--- config.mk ---
export PLATFORM = sky130hd
export DESIGN_NAME = mat3_vec_dot_seq_flat
export DESIGN_NICKNAME = d
export VERILOG_FILES = /design/src/rtl/mat3_vec_dot_seq_if.sv /design/src/rtl/mat3_vec_dot_seq.sv /design/src/flat_wrapper.sv
export SDC_FILE = /design/constraint.sdc
export NUM_CORES = 1
export LEC_CHECK = 0
export ABC_AREA = 1
export BUFFER_PORTS_ARGS = -buffer_cell sky130_fd_sc_hd__buf_2
export CELL_PAD_IN_SITES_DETAIL_PLACEMENT = 1
export CELL_PAD_IN_SITES_GLOBAL_PLACEMENT = 2
export CORE_ASPECT_RATIO = 1.75
export CORE_MARGIN = 2
export CORE_UTILIZATION = 29
export CTS_CLUSTER_DIAMETER = 120
export DETAILED_ROUTE_END_ITERATION = 6
export GPL_TIMING_DRIVEN = 1
export PLACE_DENSITY_LB_ADDON = 0.1
export SLEW_MARGIN = 20
export SYNTH_ARGS = -nofsm -noshare
export SYNTH_HDL_FRONTEND = slang
export SYNTH_SLANG_ARGS = --single-unit
--- constraint.sdc ---
create_clock -name clk_in -period 4.1 [get_ports clk_in]
set_input_delay 0.82 -clock clk_in [delete_from_list [all_inputs] [get_ports clk_in]]
set_output_delay 0.82 -clock clk_in [all_outputs]
set_load 0.02 [all_outputs]
--- src/rtl/mat3_vec_dot_seq_if.sv ---
// rtl/mat3_vec_dot_seq_if.sv - job, result and dot-unit signal bundle for mat3_vec_dot_seq
interface mat3_vec_dot_seq_if #(
  parameter int A_WIDTH = 16,
  parameter int B_WIDTH = 16,
  parameter int P_WIDTH = 16
);
  logic                                valid_in;
  logic                                ready_out;
  logic signed [2:0][2:0][A_WIDTH-1:0] M_in;
  logic signed [2:0][B_WIDTH-1:0]      v_in;
  logic signed [2:0][A_WIDTH-1:0]      dot_a_out;
  logic signed [2:0][B_WIDTH-1:0]      dot_b_out;
  logic signed [P_WIDTH-1:0]           dot_p_in;
  logic                                valid_out;
  logic                                ready_in;
  logic signed [2:0][P_WIDTH-1:0]      result_out;

  modport slave (
    input  valid_in, M_in, v_in, dot_p_in, ready_in,
    output ready_out, dot_a_out, dot_b_out, valid_out, result_out
  );

  modport master (
    output valid_in, M_in, v_in, dot_p_in, ready_in,
    input  ready_out, dot_a_out, dot_b_out, valid_out, result_out
  );
endinterface

--- src/rtl/mat3_vec_dot_seq.sv ---
// rtl/mat3_vec_dot_seq.sv - 3x3 matrix by vector multiplier sharing one dot unit over three rows (option: MAT3_VEC_DOT_SEQ_REG_PRODUCT_EN)
module mat3_vec_dot_seq #(
  parameter int A_WIDTH     = 16,
  parameter int A_FRAC_BITS = 14,
  parameter int B_WIDTH     = 16,
  parameter int B_FRAC_BITS = 14,
  parameter int P_WIDTH     = 16,
  parameter int P_FRAC_BITS = 14
) (
  input  logic               clk_in,
  input  logic               rst_in,
  mat3_vec_dot_seq_if.slave  bus
);

  // Fixed-point layout is owned by the dot unit; only sanity-check it here.
  if (A_FRAC_BITS > A_WIDTH || B_FRAC_BITS > B_WIDTH || P_FRAC_BITS > P_WIDTH) begin : g_bad_frac
    $error("fractional bits exceed operand width");
  end

  typedef enum logic [1:0] {
    IDLE  = 2'd0,
    ISSUE = 2'd1,
    DONE  = 2'd2
  } state_t;

  state_t                              state_q, state_d;
  logic [1:0]                          row_q, row_d;
  logic signed [2:0][2:0][A_WIDTH-1:0] m_q;
  logic signed [2:0][B_WIDTH-1:0]      v_q;
  logic signed [2:0][P_WIDTH-1:0]      res_q;
  logic                                accept;
  logic                                capture_en;
  logic [1:0]                          capture_row;
  logic [P_WIDTH-1:0]                  capture_val;

`ifdef MAT3_VEC_DOT_SEQ_REG_PRODUCT_EN
  // One extra ISSUE cycle drains the product register into lane 2.
  localparam logic [1:0] LAST_ROW = 2'd3;
  logic [P_WIDTH-1:0] p_q;

  // Product register: breaks the loop through the external dot unit.
  always_ff @(posedge clk_in) begin
    if (rst_in) begin
      p_q <= '0;
    end else begin
      p_q <= bus.dot_p_in;
    end
  end

  assign capture_en  = (state_q == ISSUE) && (row_q != 2'd0);
  assign capture_row = row_q - 2'd1;
  assign capture_val = p_q;
`else
  localparam logic [1:0] LAST_ROW = 2'd2;

  assign capture_en  = (state_q == ISSUE);
  assign capture_row = row_q;
  assign capture_val = bus.dot_p_in;
`endif

  assign accept         = (state_q == IDLE) && bus.valid_in;
  assign bus.result_out = res_q;

  // State and row counter registers.
  always_ff @(posedge clk_in) begin
    if (rst_in) begin
      state_q <= IDLE;
      row_q   <= 2'd0;
    end else begin
      state_q <= state_d;
      row_q   <= row_d;
    end
  end

  // Next state, row sequencing and handshake/dot-unit drive.
  always_comb begin
    state_d       = state_q;
    row_d         = row_q;
    bus.ready_out = 1'b0;
    bus.valid_out = 1'b0;
    bus.dot_a_out = '0;
    bus.dot_b_out = '0;
    case (state_q)
      IDLE: begin
        bus.ready_out = 1'b1;
        if (bus.valid_in) begin
          state_d = ISSUE;
          row_d   = 2'd0;
        end
      end
      ISSUE: begin
        if (row_q <= 2'd2) begin
          bus.dot_a_out = m_q[row_q];
        end
        bus.dot_b_out = v_q;
        row_d         = row_q + 2'd1;
        if (row_q == LAST_ROW) begin
          state_d = DONE;
          row_d   = 2'd0;
        end
      end
      DONE: begin
        bus.valid_out = 1'b1;
        if (bus.ready_in) begin
          state_d = IDLE;
        end
      end
      default: begin
        state_d = IDLE;
        row_d   = 2'd0;
      end
    endcase
  end

  // Job operands are snapshotted at accept so later input changes cannot leak in.
  always_ff @(posedge clk_in) begin
    if (rst_in) begin
      m_q <= '0;
      v_q <= '0;
    end else if (accept) begin
      m_q <= bus.M_in;
      v_q <= bus.v_in;
    end
  end

  // Result lanes: dot-unit product passed through unchanged into the capture lane.
  always_ff @(posedge clk_in) begin
    if (rst_in) begin
      res_q <= '0;
    end else if (capture_en) begin
      res_q[capture_row] <= capture_val;
    end
  end

endmodule

--- src/flat_wrapper.sv ---
// flat-port wrapper written by rule: the top's interface ports become plain ports
module mat3_vec_dot_seq_flat 
#(
  parameter int A_WIDTH     = 16,
  parameter int A_FRAC_BITS = 14,
  parameter int B_WIDTH     = 16,
  parameter int B_FRAC_BITS = 14,
  parameter int P_WIDTH     = 16,
  parameter int P_FRAC_BITS = 14
)
  (clk_in, rst_in, bus_valid_in, bus_M_in, bus_v_in, bus_dot_p_in, bus_ready_in, bus_ready_out, bus_dot_a_out, bus_dot_b_out, bus_valid_out, bus_result_out);
  mat3_vec_dot_seq_if #(.A_WIDTH(A_WIDTH), .B_WIDTH(B_WIDTH), .P_WIDTH(P_WIDTH)) bus_i ();
  input  logic clk_in;
  input  logic rst_in;
  input wire logic [$bits(bus_i.valid_in)-1:0] bus_valid_in;
  input wire logic [$bits(bus_i.M_in)-1:0] bus_M_in;
  input wire logic [$bits(bus_i.v_in)-1:0] bus_v_in;
  input wire logic [$bits(bus_i.dot_p_in)-1:0] bus_dot_p_in;
  input wire logic [$bits(bus_i.ready_in)-1:0] bus_ready_in;
  output wire logic [$bits(bus_i.ready_out)-1:0] bus_ready_out;
  output wire logic [$bits(bus_i.dot_a_out)-1:0] bus_dot_a_out;
  output wire logic [$bits(bus_i.dot_b_out)-1:0] bus_dot_b_out;
  output wire logic [$bits(bus_i.valid_out)-1:0] bus_valid_out;
  output wire logic [$bits(bus_i.result_out)-1:0] bus_result_out;
  assign bus_i.valid_in = bus_valid_in;
  assign bus_i.M_in = bus_M_in;
  assign bus_i.v_in = bus_v_in;
  assign bus_i.dot_p_in = bus_dot_p_in;
  assign bus_i.ready_in = bus_ready_in;
  assign bus_ready_out = bus_i.ready_out;
  assign bus_dot_a_out = bus_i.dot_a_out;
  assign bus_dot_b_out = bus_i.dot_b_out;
  assign bus_valid_out = bus_i.valid_out;
  assign bus_result_out = bus_i.result_out;
  mat3_vec_dot_seq #(.A_WIDTH(A_WIDTH), .A_FRAC_BITS(A_FRAC_BITS), .B_WIDTH(B_WIDTH), .B_FRAC_BITS(B_FRAC_BITS), .P_WIDTH(P_WIDTH), .P_FRAC_BITS(P_FRAC_BITS)) u_core (.clk_in(clk_in), .rst_in(rst_in), .bus(bus_i));
endmodule
==> results.md, run 1 <==
- Initial Util: 0.294
- Largest net degree at the start of global routing: 194
- Unrepaired setup endpoints after global routing: false
- Final Slew Violations: 0
- Dominant cell type by area after synthesis: dfxtp_1
- Syn_area_per_cell: 6.62 um2
- Die Wd: 156 um
- Worst r2r path cells: 5
- Initial antenna violation count: 9
- Postcts setup bufs: 0
- Required time of the critical path: 3.28 ns
- Cell area after layout: 14700 um2
- DP Area: 13700 um2
- Worst R2R End: u_core.bus.result_out[42]$_SDFFE_PP0P_
- Clock Latency Late Sink: 0.55 ns
- Gr ovfl total: 0
- Multi-input logic area: 5800 um2
- Gp weighted congestion: 0.773
- Io pins: 358
- Final ANT Viol Nets: 0
- Slew HR: 0.366
- Top cells by area, synth: dfxtp_1, nor2_1, nand3b_1
- Leak: 7.49 nW
- Residual DRC count: 0
- Root buffer cell: clkbuf_16
- Setup_tns: 0 ns
- Clock sinks: 244
- Half-perimeter wire length after placement: 29400 um
- DRT Pass-1 Iters: 4
- Worst VDD drop: 0.265 mV
- CTS tree: yes
- Slew @ Worst Pin: 0.950 ns
- Outcome: completed
- Synthesized flop and latch total: 244
- Routed WL: 45000 um
- Final hold vios: 0
- CP Launch Point: u_core.capture_row[1]$_SDFFE_PP0P_
- Synthesized Nets: 1988
- Hold Path Depth: 2
- Post-synthesis sequential area ratio: 0.415
- Min cycle time layout: 3.30 ns
- Gr usage total: 0.209
- Setup skew after layout: 0.0131 ns
- Die area: 42200 um2
- WP data arrival: 2.48 ns
- Fillers: 5215
- Mapped Area: 11800 um2
- Post-synth EDFFs: 0
- Asr flop ratio synth: 0
- Port bufs: 357
- # H-tree levels: 1
- First-pass GRT wire length: 70000 um
- Routed vias: 12100
- Worst min path class: reg -> reg
- Number of global-route vias before repair: 12600
- Core area: 40100 um2
- Most frequent cell after synthesis: nor2_1
- Initial DRC count: 436
- CTS Buffer Depth: 3
- Count of unique library cells instantiated by Yosys: 16
- Non-Filler Instances: 2552
- PwrDens: 437 nW/um2
- Max_cap viols: 0
- Register Area: 4890 um2
- P&R area growth vs syn: 25.0%
- Die height: 270 um
- Top cells by count, synth: nor2_1, nand2_1, dfxtp_1, nand3_1, nand3b_1
- # hold bufs at CTS: 0
- Hold Crit Endpoint: u_core.bus.result_out[14]$_SDFFE_PP0P_
- R2r setup slk: 1.44 ns
- Top cell type's share of synthesized area: 0.415
- Ratio of cells with drive above 1 in the final layout: 0.212
- WL per Instance: 17.6 um
- DP Cell Count: 2504
- Beginning of the worst register-to-register path: u_core.capture_row[1]$_SDFFE_PP0P_
- Number of cells upsized or downsized after cts: 0
- Routed vias/inst: 4.75
- Fin crit share: 0.804
- Clock slew at reported path FFs: 0.06 ns
- Crit path max fanout: 51
- Cts bufs inserted: 27
- Worst hold path startpoint: u_core.bus.result_out[14]$_SDFFE_PP0P_
- Ys Warns: 0
- # setup viols final: 0
- Rows: 97
- Synth Flop Type: dfxtp_1
- Max frequency: 303 MHz
- WS Path Type: reg -> out
- Critical path endpoint category: output pin
- Nets: 2250
- Mapped Cells: 1776
- Critical Path Source Type: register
-- worst max-delay path by stage --
stage                             end  slack (ns)  cells after the start
floorplan           bus_dot_a_out[34]        2.06                      8
global placement    bus_dot_a_out[30]        1.28                      6
detailed placement  bus_dot_a_out[30]        1.30                      6
CTS                 bus_dot_a_out[30]        0.68                      6
global route        bus_dot_a_out[16]        0.61                      7
finish              bus_dot_a_out[18]        0.80                      6
-- layer usage --
metal  global-route usage  vias to the layer above  wire (um)
met2                0.392                      279      23200
met3               0.0478                       69       2540
met1                0.232                     5736      18100
met5                    0                        -         78
met4               0.0592                       14       1150
li1                     -                     6034          -
-- report_power, final --
part | switching, mW | total (mW) | internal [mW]
sequential | 0.102 | 2.66 | 2.56
combinational | 0.698 | 1.08 | 0.380
clock | 1.05 | 2.69 | 1.64
-- flip-flops by register name, indices dropped and copies added, names as in the netlist --
register               flops
u_core.bus.result_out     48
u_core.capture_row         2
u_core.m_q               144
u_core.state_q             2
u_core.v_q                48
-- cell type report --
type,instances,area share
multi-input combinational,1274,0.395
timing repair buffer,372,0.133
clock buffer,34,0.0525
clock inverter,13,0.0132
inverter,119,0.0315
tap,495,0.0421
antenna,1,0.000170
sequential,244,0.333
-- cell families (layout without fill, tap and decap cells) --
family,after synthesis,count (layout),synth area share
AOI/OAI and AO/OA,4,4,0.00170
buffers and inverters,258,538,0.0924
DFF,244,244,0.415
other,0,1,0
and+or+nand+nor,1270,1270,0.490
-- metrics by stage --
step           hold slack, ns  power, mW  setup slack (ns)   util
2_1_floorplan           0.455       3.43              2.06      -
3_3_place_gp            0.456       3.80              1.28  0.343
3_5_place_dp            0.468       3.82              1.30  0.343
4_1_cts                 0.482       6.55             0.683  0.367
5_1_grt                 0.501       6.77             0.615  0.367
6_report                0.478       6.43             0.802  0.367
-- layout by cell type, fill, tap and decap left out, drive strengths merged --
| cell type | count |
|---|---|
| clkbuf | 34 |
| nor2 | 537 |
| bufinv | 5 |
| nand3 | 194 |
| dfxtp | 244 |
| a21oi | 4 |
| clkinv | 8 |
| nand3b | 192 |
| inv | 119 |
| buf | 372 |
| nand2 | 347 |
| diode | 1 |
-- critical path: stages, from the launching register on --
cell and delay (ns):
dfxtp_2 0.37, clkinv_2 0.74, nand3_1 0.42, nand3_1 0.11
nand2_1 0.07, inv_1 0.04, buf_2 0.15
No activity file was read; power rests on OpenSTA's default activity.
==> run 2: changes to the inputs <==
--- a/config.mk
+++ b/config.mk
@@ -5,13 +5,13 @@
 export SDC_FILE = /design/constraint.sdc
 export NUM_CORES = 1
 export LEC_CHECK = 0
-export ABC_AREA = 1
+export ABC_AREA = 0
 export BUFFER_PORTS_ARGS = -buffer_cell sky130_fd_sc_hd__buf_2
 export CELL_PAD_IN_SITES_DETAIL_PLACEMENT = 1
 export CELL_PAD_IN_SITES_GLOBAL_PLACEMENT = 2
 export CORE_ASPECT_RATIO = 1.75
 export CORE_MARGIN = 2
-export CORE_UTILIZATION = 29
+export CORE_UTILIZATION = 28
 export CTS_CLUSTER_DIAMETER = 120
 export DETAILED_ROUTE_END_ITERATION = 6
 export GPL_TIMING_DRIVEN = 1
==> constraint.sdc (replaced) <==
create_clock -name clk_in -period 3.1 [get_ports clk_in]
set_input_delay 0.62 -clock clk_in [delete_from_list [all_inputs] [get_ports clk_in]]
set_output_delay 0.62 -clock clk_in [all_outputs]
set_load 0.02 [all_outputs]
==> results.md, run 2 <==
- Max reg flops: 144
- Final ANT Viol Nets: 0
- WL per Instance: 17.8 um
- Root buffer cell: clkbuf_16
- Initial antenna violation count: 13
- Final hold vios: 0
- Post-synthesis sequential area ratio: 0.469
- Count of unique library cells instantiated by Yosys: 25
- Max frequency: 336 MHz
- Initial DRC count: 328
- Io pins: 358
- CP cell instances: buf_12 > a211oi_1 > a211oi_1 > buf_2
- Required time of the critical path: 2.48 ns
- Worst r2r path cells: 4
- Fin crit share: 0.960
- Routed WL: 38000 um
- Final Slew Violations: 0
- Clock Latency Late Sink: 0.54 ns
- Residual DRC count: 0
- Clock slew at reported path FFs: 0.06 ns
- Asr flop ratio synth: 0
- DP Area: 12400 um2
- Nets: 1850
- Slew HR: 0.484
- Ratio of cells with drive above 1 in the final layout: 0.263
- First-pass GRT wire length: 58400 um
- Die area: 38800 um2
- Commonest non-fill, non-tap cells in the layout: nand2_1, buf_2, a21oi_1
- Switching Share: 0.264
- Gr usage total: 0.189
- Fillers: 4619
- Mapped Area: 10400 um2
- CP Depth: 4
- # hold bufs at CTS: 0
- Clock sinks: 244
- Worst VDD drop: 0.382 mV
- WS Path Type: reg -> out
- Die Wd: 150 um
- Rows: 93
- Commonest non-fill, non-tap cell in the layout: nand2_1
- Synthesized Nets: 1555
- Synthesized flop and latch total: 244
- P&R area growth vs syn: 28.0%
- Register Area: 4890 um2
- Setup_tns: 0 ns
- CTS tree: yes
- Setup skew after layout: 0.0134 ns
- PwrDens: 575 nW/um2
- Most used cell, CP: a211oi_1
- Most flop-heavy register: u_core.m_q
- Cell area after layout: 13300 um2
- # H-tree levels: 1
- Clock share of power: 0.430
- Worst path bufs/invs: 2
- Ys Warns: 0
- Slew @ Worst Pin: 0.773 ns
- Top cells by count, synth: nand2_1, dfxtp_1, a21oi_1, a211oi_1, clkbuf_1
- Number of global-route vias before repair: 10400
- Critical Path Max Stage Delay: 0.69 ns
- Critical path endpoint category: output pin
- Crit-path leading delay family: flip-flops
- Gr ovfl total: 0
- Reg power frac: 0.445
- Max_cap viols: 0
- Die height: 259 um
- Most frequent cell after synthesis: nand2_1
- Syn_area_per_cell: 7.76 um2
- Leak: 5.59 nW
- Combinational share of power: 0.124
- Hold Path Depth: 3
- DRT Pass-1 Iters: 4
- Initial Util: 0.283
- Largest net degree at the start of global routing: 103
- Routed vias: 10000
- R2r setup slk: 0.92 ns
- WP data arrival: 2.36 ns
- Core area: 36800 um2
- Half-perimeter wire length after placement: 26400 um
- Mapped Cells: 1343
- Critical Path Source Type: register
- Post-synth EDFFs: 0
- # setup viols final: 0
- Gp weighted congestion: 0.758
- Switching pwr: 2.03 mW
- P_int: 5.64 mW
- Multi-input logic area: 4820 um2
- Top cell type's share of synthesized area: 0.469
- Crit path max fanout: 48
- Dominant cell type by area after synthesis: dfxtp_1
- Routed vias/inst: 4.68
- CTS Buffer Depth: 3
- Worst min path class: in -> reg
- Min cycle time layout: 2.98 ns
- Synth Flop Type: dfxtp_1
- Top cells by area, synth: dfxtp_1, nand2_1, a21oi_1
- Outcome: completed
- CP max stage cell: dfxtp_4
- Unrepaired setup endpoints after global routing: false
- Cts bufs inserted: 26
- Port bufs: 357
==> run 2: cell types whose count changed after synthesis, moves of 48 or more <==
cell	previous run	this run
nand3b_1	192	3
buf_2	88	13
inv_1	113	0
and2_1	0	48
nand2b_1	0	49
nand2_1	346	483
a21oi_1	4	243
nand3_1	194	0
a211oi_1	0	90
nor2_1	530	1
==> run 2: final cells by class <==
type | instances | share of cell area
Antenna cell | 7 | 0.00131
Clock buffer | 39 | 0.0578
Clock inverter | 8 | 0.00863
Multi-Input combinational cell | 980 | 0.361
Sequential cell | 244 | 0.367
Tap cell | 475 | 0.0446
Timing Repair Buffer | 386 | 0.159
==> run 2: worst paths after layout <==
check | endpoint | from
setup / recovery | bus_dot_a_out[37] | u_core.capture_row[1]$_SDFFE_PP0P_
hold / removal | u_core.v_q[46]$_SDFFE_PP0P_ | bus_v_in[46]
setup reg to reg | u_core.m_q[55]$_SDFFE_PP0P_ | u_core.state_q[1]$_SDFFE_PP0P_
hold reg to reg | u_core.m_q[13]$_SDFFE_PP0P_ | u_core.m_q[13]$_SDFFE_PP0P_
==> run 2: routing by layer <==
| layer | part of all wire | wire length, um | vias up | global-route usage |
|---|---|---|---|---|
| met5 | 0.0018 | 69 | - | 0 |
| met4 | 0.018 | 686 | 10 | 0.0524 |
| met3 | 0.063 | 2380 | 49 | 0.0466 |
| li1 | - | - | 4999 | - |
| met2 | 0.53 | 20200 | 252 | 0.356 |
| met1 | 0.39 | 14700 | 4704 | 0.208 |
==> run 2: metrics by stage <==
step | utilization | setup slack, ns | cells | power [mW] | hold WS, ns
5_1_grt | 0.363 | 0.0426 | 2138 | 8.06 | 0.291
3_5_place_dp | 0.338 | 0.598 | 2084 | 4.45 | 0.444
3_3_place_gp | 0.338 | 0.589 | 2084 | 4.44 | 0.438
4_1_cts | 0.362 | 0.0225 | 2131 | 7.82 | 0.274
2_1_floorplan | - | 0.913 | 1343 | 4.08 | 0.432
6_report | 0.363 | 0.123 | 2139 | 7.66 | 0.312
==> run 2: worst min-delay path: stages <==
cell	delay (ns)
buf_2	0.09
nand2_1	0.04
a21oi_1	0.05
==> run 2: logic make-up (layout without fill, tap and decap cells) <==
kind of cell | count (synthesis) | in the layout | share of synthesized area
other | 0 | 7 | 0
AO/OA/AOI/OAI | 337 | 337 | 0.184
buffers and inverters | 119 | 433 | 0.0708
flip-flops | 244 | 244 | 0.469
multiplexers | 3 | 3 | 0.00288
AND/OR/NAND/NOR | 640 | 640 | 0.274
==> run 2: power groups by stage <==
| stage | logic, mW | clock network, mW | registers, mW |
|---|---|---|---|
| 5_1_grt | 1.07 | 3.56 | 3.43 |
| 2_1_floorplan | 0.625 | 0 | 3.46 |
| 3_3_place_gp | 0.949 | 0 | 3.49 |
| 3_5_place_dp | 0.964 | 0 | 3.49 |
| 6_report | 0.953 | 3.30 | 3.41 |
| 4_1_cts | 0.967 | 3.44 | 3.42 |
==> run 2: what timing repair did <==
| action | 4_1_cts | 5_1_grt |
|---|---|---|
| pin swaps | 0 | 0 |
| cloned | 0 | 0 |
| gates resized for setup | 1 | 0 |
| setup buffers | 0 | 1 |
| setup endpoints to repair | 1 | 8 |
==> run 3: changes to the inputs <==
==> constraint.sdc (replaced) <==
create_clock -name clk_in -period 3.2 [get_ports clk_in]
set_input_delay 0.64 -clock clk_in [delete_from_list [all_inputs] [get_ports clk_in]]
set_output_delay 0.64 -clock clk_in [all_outputs]
set_load 0.02 [all_outputs]
==> results.md, run 3 (synthesis results as in run 2) <==
- Outcome: completed
- Critical path endpoint category: output pin
- Setup_tns: 0 ns
- Non-Filler Instances: 2136
- # setup viols final: 0
- Slew HR: 0.519
- Crit path max fanout: 46
- Port bufs: 357
- Beginning of the worst register-to-register path: u_core.state_q[1]$_SDFFE_PP0P_
- Rows: 93
- Gr ovfl total: 0
- Final Slew Violations: 0
- Worst r2r path cells: 4
- Residual DRC count: 0
- Die height: 259 um
- Routed vias/inst: 4.71
- WP data arrival: 2.38 ns
- Clock sinks: 244
- Commonest non-fill, non-tap cell in the layout: nand2_1
- Worst R2R End: u_core.m_q[110]$_SDFFE_PP0P_
- Initial antenna violation count: 12
- PwrDens: 549 nW/um2
- Initial Util: 0.283
- Max frequency: 331 MHz
- CTS Buffer Depth: 3
- Most flop-heavy register: u_core.m_q
- Half-perimeter wire length after placement: 26500 um
- Die Wd: 150 um
- # H-tree levels: 1
- # hold bufs at CTS: 0
- Clock Latency Late Sink: 0.54 ns
- Ratio of cells with drive above 1 in the final layout: 0.262
- Critical Path Source Type: register
- Largest net degree at the start of global routing: 112
- Worst min path class: in -> reg
- Unrepaired setup endpoints after global routing: true
- Nets: 1848
- Final hold vios: 0
- Commonest non-fill, non-tap cells in the layout: nand2_1, buf_2, a21oi_1
- DP Cell Count: 2081
- Overall power: 7.27 mW
- Routed WL: 38200 um
- WS Path Type: reg -> out
- Fin crit share: 0.945
- P&R area growth vs syn: 27.2%
- Required time of the critical path: 2.56 ns
- Initial DRC count: 232
- Max_cap viols: 0
- Cts bufs inserted: 27
- Routed vias: 10100
- Worst Setup EP: bus_dot_b_out[12]
- WL per Instance: 17.9 um
- Worst VDD drop: 0.370 mV
- First-pass GRT wire length: 58300 um
- Gr usage total: 0.190
- Setup skew after layout: 0.0130 ns
- Max reg flops: 144
- Die area: 38800 um2
- Gp weighted congestion: 0.777
- Final ANT Viol Nets: 0
- Min cycle time layout: 3.02 ns
- Slew @ Worst Pin: 0.721 ns
- Core area: 36800 um2
- Leak: 5.55 nW
- Io pins: 358
- R2r setup slk: 1.16 ns
- DRT Pass-1 Iters: 4
- Clock slew at reported path FFs: 0.06 ns
- Root buffer cell: clkbuf_16
- CTS tree: yes
- CP Launch Point: u_core.state_q[0]$_SDFFE_PP0P_
- Number of global-route vias before repair: 10500
## run 3: changes by cell type in the layout (fill, tap and decap cells not counted), sizes merged
cell,previous run,this run
buf,385,382
clkbuf,40,42
bufinv,3,0
clkinv,5,6
## run 3: worst min path at each step
stage / cells past startpoint / slack, ns / end / startpoint
after floorplan: 2 / 0.43 / u_core.v_q[0]$_SDFFE_PP0P_ / u_core.v_q[0]$_SDFFE_PP0P_
after global placement: 2 / 0.44 / u_core.v_q[27]$_SDFFE_PP0P_ / u_core.v_q[27]$_SDFFE_PP0P_
after detailed placement: 2 / 0.44 / u_core.v_q[16]$_SDFFE_PP0P_ / u_core.v_q[16]$_SDFFE_PP0P_
after CTS: 3 / 0.30 / u_core.m_q[36]$_SDFFE_PP0P_ / bus_M_in[36]
after global routing: 3 / 0.31 / u_core.v_q[11]$_SDFFE_PP0P_ / bus_v_in[11]
final: 3 / 0.33 / u_core.v_q[5]$_SDFFE_PP0P_ / bus_v_in[5]
## run 3: area by class of cell
class / count / area, um2
Fill cell: 4662 / 23500
Clock inverter: 6 / 33.8
Antenna cell: 7 / 17.5
Timing Repair Buffer: 383 / 2080
Tap cell: 475 / 594
Clock buffer: 41 / 818
Sequential cell: 244 / 4890
Multi-Input combinational cell: 980 / 4820
## run 3: routing by layer
metal,track usage,up-vias,wire length (um)
met1,0.201,4757,14500
met3,0.0548,53,2630
met5,0,-,77
li1,-,4999,-
met2,0.361,244,20200
met4,0.0511,12,705
## run 3: power breakdown
part           internal [mW]  total [mW]  switching, mW  leakage (nW)
sequential              3.20        3.30          0.103          2.00
combinational          0.355       0.921          0.566          3.13
clock                   1.75        3.05           1.30         0.427
## run 3: timing repair
item	4_1_cts	5_1_grt
setup endpoints to repair	0	2
gates resized for setup	0	0
setup buffers	0	1
## run 3: metrics by stage
stage	setup WS, ns	util	hold WS, ns	area, um2
6_report	0.176	0.360	0.326	13300
5_1_grt	-0.000200	0.360	0.314	13200
4_1_cts	0.127	0.359	0.301	13200
3_5_place_dp	0.716	0.336	0.443	12400
3_3_place_gp	0.731	0.336	0.438	12400
2_1_floorplan	0.993	-	0.432	10400
## run 3: worst max-delay path: stages (launching register included)
cell and delay (ns):
dfxtp_1 0.68, and2b_1 0.29, buf_4 0.42, and2_1 0.24, buf_2 0.18
